==> src/rtl/uart_rx_fifo_if.sv <==
// Byte stream from UartRx into the receive FIFO, and the memory-mapped read side.
// The slave modport is the FIFO; master is whoever drives the receiver and read strobes.
interface uart_rx_fifo_if #(
  parameter int DEPTH_LOG2 = 4
);
  logic                  uartrx_dr;
  logic [7:0]            uartrx_data;
  logic                  uartrx_go;
  logic                  rd;
  logic [7:0]            dout;
  logic                  empty;
  logic                  full;
  logic [DEPTH_LOG2:0]   count;
  logic                  overrun;
  logic                  clr_overrun;

  modport master (
    output uartrx_dr, uartrx_data, rd, clr_overrun,
    input  uartrx_go, dout, empty, full, count, overrun
  );

  modport slave (
    input  uartrx_dr, uartrx_data, rd, clr_overrun,
    output uartrx_go, dout, empty, full, count, overrun
  );
endinterface

==> src/rtl/uart_rx_fifo.sv <==
// Receive byte FIFO: acknowledges each UartRx byte with a one-cycle go drop, show-ahead head on dout.
// Full FIFO drops incoming bytes (still acknowledged) and sets a sticky overrun; rd on empty is ignored.
module uart_rx_fifo #(
  parameter int DEPTH_LOG2 = 4
) (
  input logic           clk,
  input logic           rst,
  uart_rx_fifo_if.slave bus
);
  localparam int                    DEPTH    = 1 << DEPTH_LOG2;
  localparam logic [DEPTH_LOG2-1:0] PTR_ONE  = 1;
  localparam logic [DEPTH_LOG2:0]   CNT_ONE  = 1;
  localparam logic [DEPTH_LOG2:0]   CNT_FULL = (DEPTH_LOG2 + 1)'(DEPTH);

  typedef enum logic {RECV = 1'b0, ACK = 1'b1} state_t;

  state_t                state;
  state_t                state_nxt;
  logic [7:0]            mem [DEPTH];
  logic [DEPTH_LOG2-1:0] wp;
  logic [DEPTH_LOG2-1:0] rp;
  logic [DEPTH_LOG2:0]   count;
  logic                  overrun;
  logic                  empty;
  logic                  full;
  logic                  push;
  logic                  pop;
  logic                  accept;
  logic                  drop;

  assign empty  = (count == '0);
  assign full   = (count == CNT_FULL);
  assign push   = (state == RECV) && bus.uartrx_dr;
  assign pop    = bus.rd && !empty;
  // A pop in the same cycle frees the slot, so a full FIFO can still accept.
  assign accept = push && (!full || pop);
  assign drop   = push && full && !pop;

  always_comb begin
    state_nxt = state;
    case (state)
      RECV: if (bus.uartrx_dr) state_nxt = ACK;
      ACK:  state_nxt = RECV;
    endcase
  end

  always_ff @(posedge clk) begin
    if (rst) begin
      state   <= RECV;
      wp      <= '0;
      rp      <= '0;
      count   <= '0;
      overrun <= 1'b0;
    end else begin
      state <= state_nxt;
      if (accept) wp <= wp + PTR_ONE;
      if (pop)    rp <= rp + PTR_ONE;
      if (accept && !pop)      count <= count + CNT_ONE;
      else if (pop && !accept) count <= count - CNT_ONE;
      if (drop)                 overrun <= 1'b1;
      else if (bus.clr_overrun) overrun <= 1'b0;
    end
  end

  always_ff @(posedge clk) begin
    if (accept) mem[wp] <= bus.uartrx_data;
  end

  assign bus.uartrx_go = (state == RECV);
  assign bus.dout      = empty ? 8'h00 : mem[rp];
  assign bus.empty     = empty;
  assign bus.full      = full;
  assign bus.count     = count;
  assign bus.overrun   = overrun;
endmodule

==> src/flat_wrapper.sv <==
// flat-port wrapper written by rule: the top's interface ports become plain ports
module uart_rx_fifo_flat 
#(
  parameter int DEPTH_LOG2 = 4
)
  (clk, rst, bus_uartrx_dr, bus_uartrx_data, bus_rd, bus_clr_overrun, bus_uartrx_go, bus_dout, bus_empty, bus_full, bus_count, bus_overrun);
  uart_rx_fifo_if #(.DEPTH_LOG2(DEPTH_LOG2)) bus_i ();
  input logic clk;
  input logic rst;
  input wire logic [$bits(bus_i.uartrx_dr)-1:0] bus_uartrx_dr;
  input wire logic [$bits(bus_i.uartrx_data)-1:0] bus_uartrx_data;
  input wire logic [$bits(bus_i.rd)-1:0] bus_rd;
  input wire logic [$bits(bus_i.clr_overrun)-1:0] bus_clr_overrun;
  output wire logic [$bits(bus_i.uartrx_go)-1:0] bus_uartrx_go;
  output wire logic [$bits(bus_i.dout)-1:0] bus_dout;
  output wire logic [$bits(bus_i.empty)-1:0] bus_empty;
  output wire logic [$bits(bus_i.full)-1:0] bus_full;
  output wire logic [$bits(bus_i.count)-1:0] bus_count;
  output wire logic [$bits(bus_i.overrun)-1:0] bus_overrun;
  assign bus_i.uartrx_dr = bus_uartrx_dr;
  assign bus_i.uartrx_data = bus_uartrx_data;
  assign bus_i.rd = bus_rd;
  assign bus_i.clr_overrun = bus_clr_overrun;
  assign bus_uartrx_go = bus_i.uartrx_go;
  assign bus_dout = bus_i.dout;
  assign bus_empty = bus_i.empty;
  assign bus_full = bus_i.full;
  assign bus_count = bus_i.count;
  assign bus_overrun = bus_i.overrun;
  uart_rx_fifo #(.DEPTH_LOG2(DEPTH_LOG2)) u_core (.clk(clk), .rst(rst), .bus(bus_i));
endmodule
==> config.mk <==
export PLATFORM = sky130hd
export DESIGN_NAME = uart_rx_fifo_flat
export DESIGN_NICKNAME = d
export VERILOG_FILES = /design/src/rtl/uart_rx_fifo_if.sv /design/src/rtl/uart_rx_fifo.sv /design/src/flat_wrapper.sv
export SDC_FILE = /design/constraint.sdc
export NUM_CORES = 1
export LEC_CHECK = 0
export ABC_AREA = 1
export CAP_MARGIN = 20
export CORE_MARGIN = 3
export CORE_UTILIZATION = 50
export CTS_BUF_LIST = sky130_fd_sc_hd__clkbuf_8
export DETAILED_ROUTE_END_ITERATION = 6
export GPL_ROUTABILITY_DRIVEN = 0
export PLACE_DENSITY = 0.68
export SETUP_SLACK_MARGIN = 0.02
export SLEW_MARGIN = 25
export SYNTH_ARGS = -nofsm -noshare
export SYNTH_HDL_FRONTEND = slang
export SYNTH_SLANG_ARGS = --single-unit
==> constraint.sdc <==
create_clock -name clk -period 2.9 [get_ports clk]
set_input_delay 0.29 -clock clk [delete_from_list [all_inputs] [get_ports clk]]
set_output_delay 0.29 -clock clk [all_outputs]
set_load 0.03 [all_outputs]
==> run summary, run 1 <==
final hold violation count - 0
first-pass GRT wire length - 20500 um
fin nets - 625
remaining antenna violation count - 0
flops & latches, synth - 147
P_sw - 2.04 mW
Worst Path Class, Setup - reg -> out
status - complete, no violations
Longest Clk Path Bufs - 2
WHS Endpoint - u_core.state
top_reg_cell synth - edfxtp_1
Hold Crit Class - in -> reg
Pwr Density - 886 mW/mm^2
cts bufs inserted - 17
Clock Root Buffer - clkbuf_8
post-DP HPWL - 8330 um
htree depth - 4
Ports - 30
Tcrit/Tclk final - 87.5%
Fmax - 394 MHz
gr ovfl total - 0
post-layout power - 6.32 mW
clk slew on worst S/H paths - 0.08 ns
P&R area growth vs syn - 15.6%
Pint - 4.28 mW
crit path DAT - 2.25 ns
Die W - 117 um
FF-to-FF path depth - 13
most frequent cells in the layout - nand2_1, edfxtp_1, nand3_1, nor2_1, buf_4
FF-to-FF Start - u_core.bus.count[1]
Synth warnings - 0
max-slew violations - 0
Comb pwr share - 29.0%
Iter 0 DRT Violations - 444
post-cts gate resize count - 0
Worst Hold Path Cells - 3
layout cells sized above 1 - 10.1%
vias per inst - 5.23
FP Rows - 39
# port buffers - 29
initial antenna violation count - 0
clock share of power - 31.7%
Cell Area, Synth - 0.00618 mm^2
peak supply drop - 0.572 mV
skew final - 0.0103 ns
reg-to-reg endpoint - u_core.bus.count[4]
worst-margin pin slew - 0.706 ns
All-Layer GR Usage - 20.5%
Seq/Total Area, Yosys - 68.4%
Max Cap Viol - 0
number of synthesized flops with an enable pin - 128
hold_buf cts - 0
total negative setup slack - 0 ns
postcts setup bufs - 0
Lkg Pwr - 2.70 nW
largest net degree at the start of global routing - 51
Async SR Flop Fraction - 0%
RSZ-0062 raised after global routing - false
number of diodes - 0
register share of total power - 39.3%
final worst slack - 0.363 ns
Syn Area/Cell - 11.0 um^2
number of global-route vias before repair - 3832
WP data required - 2.61 ns
routed len/inst - 17.1 um
element type at the critical path end - output port
Mapped Nets - 583
DIE HEIGHT - 117 um
Final min period - 2.54 ns
hold_sp - bus_uartrx_dr
CORE AREA - 0.0118 mm^2
final WL - 13300 um
synth unique cells - 25
Num Clock Sinks - 147
DR pass1 iterations - 7
Mapped Cells - 560
Net Sw Frac - 32.3%
commonest non-fill, non-tap cell in the layout - nand2_1
r2r setup slk - 0.45 ns
dpl ws - 0.265 ns
Layout Cells excl Fill - 779
clock latency on the worst-skew pair - 0.44 ns
relative slew slack - 52.8%
TritonCTS clock tree - built
via count - 4075
worst hold slack - 0.440 ns
Die Footprint - 0.0137 mm^2
Final Setup Violations - 0
Initial Util - 52.5%
Post-route DRC - 0
CP max FO - 16
CP startpoint kind - flop
placed cells - 746
[how the worst max path moves through the flow]
stage                                    from                  end  slack [ns]  depth (start not counted)
final                                    flop          bus_dout[3]        0.36                          7
after global routing                     flop          bus_dout[6]        0.15                          9
after CTS                                flop          bus_dout[4]        0.20                          7
after floorplan           u_core.bus.count[1]  u_core.bus.count[4]        0.57                         13
after detailed placement               bus_rd  u_core.bus.count[4]        0.27                         14
after global placement                 bus_rd  u_core.bus.count[4]        0.31                         14
[cell usage after synthesis, types with 3 or more instances]
master	instances	share of area (%)
dfxtp_1	19	6.2
ha_1	9	1.8
buf_6	8	1.5
clkbuf_1	3	0.18
buf_2	8	0.65
o21ai_0	6	0.49
nor2_1	31	1.9
nand3_1	102	8.3
a21oi_1	18	1.5
xor2_1	6	0.85
nand2_1	187	11
edfxtp_1	128	62
buf_4	5	0.61
inv_1	19	1.2
[cell families (layout without fill, tap and decap cells)]
| kind of cell | count (synthesis) | in the layout | synth area share [%] |
|---|---|---|---|
| flip-flops | 147 | 147 | 68.4 |
| AND/OR/NAND/NOR | 324 | 324 | 21.9 |
| AO/OA/AOI/OAI | 26 | 26 | 2.15 |
| buffers and inverters | 46 | 101 | 4.40 |
| XOR/XNOR | 7 | 7 | 0.993 |
| adder cells (fa/ha/maj) | 10 | 10 | 2.15 |
[per-layer routing]
metal	track usage, %	share of wire [%]	vias to the layer above
li1	-	-	2000
met1	27.3	43	1910
met2	32.2	48	143
met3	5.55	6.9	22
met4	7.95	2.0	0
met5	0	0	-
[power groups by stage]
| stage | combinational [mW] | sequential (mW) | clock (mW) |
|---|---|---|---|
| after global placement | 1.79 | 2.52 | 0 |
| after detailed placement | 1.83 | 2.52 | 0 |
| after CTS | 1.84 | 2.47 | 2.03 |
| final | 1.84 | 2.48 | 2.00 |
| after global routing | 2.03 | 2.50 | 2.13 |
| after floorplan | 1.28 | 2.54 | 0 |
[sequential cells by signal, summed over array words and instances, names as in the netlist, named ones only]
signal              flops
u_core.wp               4
u_core.state            1
u_core.bus.overrun      1
u_core.bus.count        5
u_core.rp               4
u_core.mem            128
[worst max-delay path: stages, from the launching register on]
cell        delay (ns)
dfxtp_1           0.48
clkinvlp_4        0.39
nand3_1           0.20
nand3_1           0.15
nand2_1           0.13
nand2_1           0.05
a21oi_1           0.21
buf_4             0.20
[stage by stage]
step / utilization (%) / cell area, um^2
after global routing: 60.7 / 7140
after detailed placement: 56.2 / 6610
after CTS: 60.6 / 7130
after global placement: 56.2 / 6610
after floorplan: - / 6180
final: 60.7 / 7140
[area by class of cell]
| class | instances | area (um^2) |
|---|---|---|
| clock buffers | 21 | 289 |
| clock inverters | 11 | 230 |
| fillers | 971 | 4620 |
| inverters | 21 | 82.6 |
| multi-input cells | 367 | 1680 |
| flip-flops and latches | 147 | 4230 |
| well taps | 164 | 205 |
| repair buffers | 47 | 418 |
| repair inverters | 1 | 7.51 |
Note: power is estimated with default switching activity, not from simulation.
==> run 2: changes to the inputs <==
CORE_ASPECT_RATIO = 0.6   (was unset)
==> run 2 against run 1 <==
Worst setup slack worse by 0.082 ns. Sequential share of layout area is 1.3 points higher. Die area is 0.31% higher. Largest power group unchanged. Highest routed layer unchanged. Via count is 3.3% higher. Global-route usage is 0.99 points higher. Clock skew is 0.0023 ns higher. Critical endpoint is now bus_dout[2]. Clock power is 24% lower. Count of clock-buffer cells in the layout is 4 lower. Wire length is 5.7% higher.
==> run summary, run 2 (synthesis results as in run 1) <==
status - complete, no violations
Hold Crit Class - in -> reg
Fmax - 382 MHz (-3.1%)
Pwr Density - 840 mW/mm^2 (-5.2%)
Final Setup Violations - 0 (unchanged)
first-pass GRT wire length - 22000 um (+7.1%)
Initial Util - 52.9% (+0.39 points)
cts bufs inserted - 17 (unchanged)
remaining antenna violation count - 0 (unchanged)
crit-path cells - buf_6 -> nand2_1 -> nand3_1 -> nand3_1 -> nand2_1 -> nand2_1 -> a21oi_1 -> buf_4
CP startpoint kind - flop
hold_buf cts - 0 (unchanged)
TritonCTS clock tree - built
Ports - 30 (unchanged)
Most flops, register - u_core.mem
Iter 0 DRT Violations - 533 (+20%)
Worst Path Class, Setup - reg -> out
worst-margin pin slew - 0.785 ns (+0.0784 ns)
# port buffers - 29 (unchanged)
max-slew violations - 0 (unchanged)
Longest Clk Path Bufs - 2 (unchanged)
max incr delay on CP - 0.55 ns (+0.07 ns)
flip-flop count of the largest register after layout - 128 (unchanged)
most frequent cells in the layout - nand2_1, edfxtp_1, nand3_1, nor2_1, buf_4
routed len/inst - 18.2 um (+6.4%)
skew final - 0.0126 ns (+0.00228 ns)
via count - 4210 (+3.3%)
final hold violation count - 0 (unchanged)
final WL - 14100 um (+5.7%)
reg-to-reg endpoint - u_core.bus.count[4]
peak supply drop - 0.375 mV (-34%)
Final Core Density - 59.9% (-0.82 points)
post-DP HPWL - 8940 um (+7.4%)
FF-to-FF Start - u_core.bus.count[1]
P&R area growth vs syn - 13.2%
most used routing layer - met1
Lkg Pwr - 2.64 nW (-2.2%)
worst hold slack - 0.459 ns (+0.0190 ns)
fin nets - 624 (-0.16%)
total negative setup slack - 0 ns (unchanged)
met1 Use GR - 32.7% (+5.4 points)
Tcrit/Tclk final - 90.3% (+2.8 points)
number of diodes - 0 (unchanged)
WP data required - 2.61 ns (about the same)
Largest regs - u_core.mem (128), u_core.bus.count (5)
clock latency on the worst-skew pair - 0.43 ns (about the same)
r2r setup slk - 0.41 ns (-0.04 ns)
Num Clock Sinks - 147 (unchanged)
Filler cells - 956 (-1.5%)
vias per inst - 5.44 (+4.0%)
initial antenna violation count - 0 (unchanged)
gr ovfl total - 0 (unchanged)
crit-path most repeated cell - nand2_1
GR Layer Usage met2 - 29.7% (-2.5 points)
Die Footprint - 0.0138 mm^2 (+0.31%)
clk slew on worst S/H paths - 0.08 ns (about the same)
Die W - 149 um (+28%)
CP max FO - 42 (+26)
Crit-path slowest cell - dfxtp_4
All-Layer GR Usage - 21.5% (+0.99 points)
cell count along the critical path - 8 (+1)
crit path DAT - 2.33 ns (+0.08 ns)
largest net degree at the start of global routing - 43 (-16%)
htree depth - 4 (unchanged)
met3 usage - 6.37% (+0.82 points)
RSZ-0062 raised after global routing - false
Final min period - 2.62 ns (+0.0824 ns)
number of global-route vias before repair - 3956 (+3.2%)
WP buf/inv - 2 (unchanged)
layout cells sized above 1 - 9.77% (-0.31 points)
FF-to-FF path depth - 13 (unchanged)
Max Cap Viol - 0 (unchanged)
CP delay by family, top - simple AND/OR/NAND/NOR gates
commonest non-fill, non-tap cell in the layout - nand2_1
Clock Root Buffer - clkbuf_8
post-cts gate resize count - 0 (unchanged)
relative slew slack - 47.5% (-5.2 points)
FP Rows - 30 (-23%)
DIE HEIGHT - 92.1 um (-21%)
DR pass1 iterations - 5 (-2)
postcts setup bufs - 0 (unchanged)
CORE AREA - 0.0117 mm^2 (-0.73%)
element type at the critical path end - output port
crit path capture - bus_dout[2]
Post-route DRC - 0 (unchanged)
run 2: cell count changes in the layout (fill, tap and decap cells not counted), moves of 2 or more:
| cell | change |
|---|---|
| bufinv_16 | -5 |
| clkinv_4 | +4 |
| clkbuf_8 | -4 |
| clkinv_2 | +2 |
run 2: through the flow:
stage	cell area [um^2]	worst slack, ns	total power [mW]	std cells
floorplan	6180	0.567	3.82	560
global placement	6600	0.325	4.35	742
detailed placement	6600	0.244	4.39	742
CTS	6980	0.0229	5.88	774
global route	6990	0.0547	6.20	774
finish	6990	0.281	5.87	774
run 2: per-layer routing:
layer	vias up	wire (um)
li1	1997	-
met1	2025	6710
met2	176	6030
met3	12	1200
met4	0	131
met5	-	0
run 2: area by class of cell:
type                            count  area [um^2]  share of cell area, %
Clock inverter                     15          145                   2.08
Inverter                           21         81.3                   1.16
Tap cell                          160          200                   2.86
Timing Repair Buffer               47          422                   6.03
Sequential cell                   147         4230                   60.5
Clock buffer                       17          234                   3.35
Multi-Input combinational cell    367         1680                   24.0
run 2: worst min-delay path by stage:
stage | startpoint | endpoint | cells after the start
floorplan | bus_uartrx_data[0] | u_core.mem[0][0] | 0
CTS | bus_uartrx_dr | u_core.state | 3
detailed placement | u_core.bus.overrun | u_core.bus.overrun | 2
global placement | u_core.bus.overrun | u_core.bus.overrun | 2
finish | bus_uartrx_dr | u_core.state | 3
global route | bus_uartrx_dr | u_core.state | 3
run 2: report_power, final:
part           leakage [nW]  total [mW]  internal, mW  switching [mW]
clock network         0.200        1.52         0.757           0.764
registers              1.31        2.49          2.38           0.108
logic                  1.13        1.86         0.614            1.25
total                  2.64        5.87          3.76            2.12
run 2: worst min-delay path, stage by stage:
cell and delay, ns:
clkdlybuf4s50_1 0.39, nand2_1 0.10, nor2_1 0.05
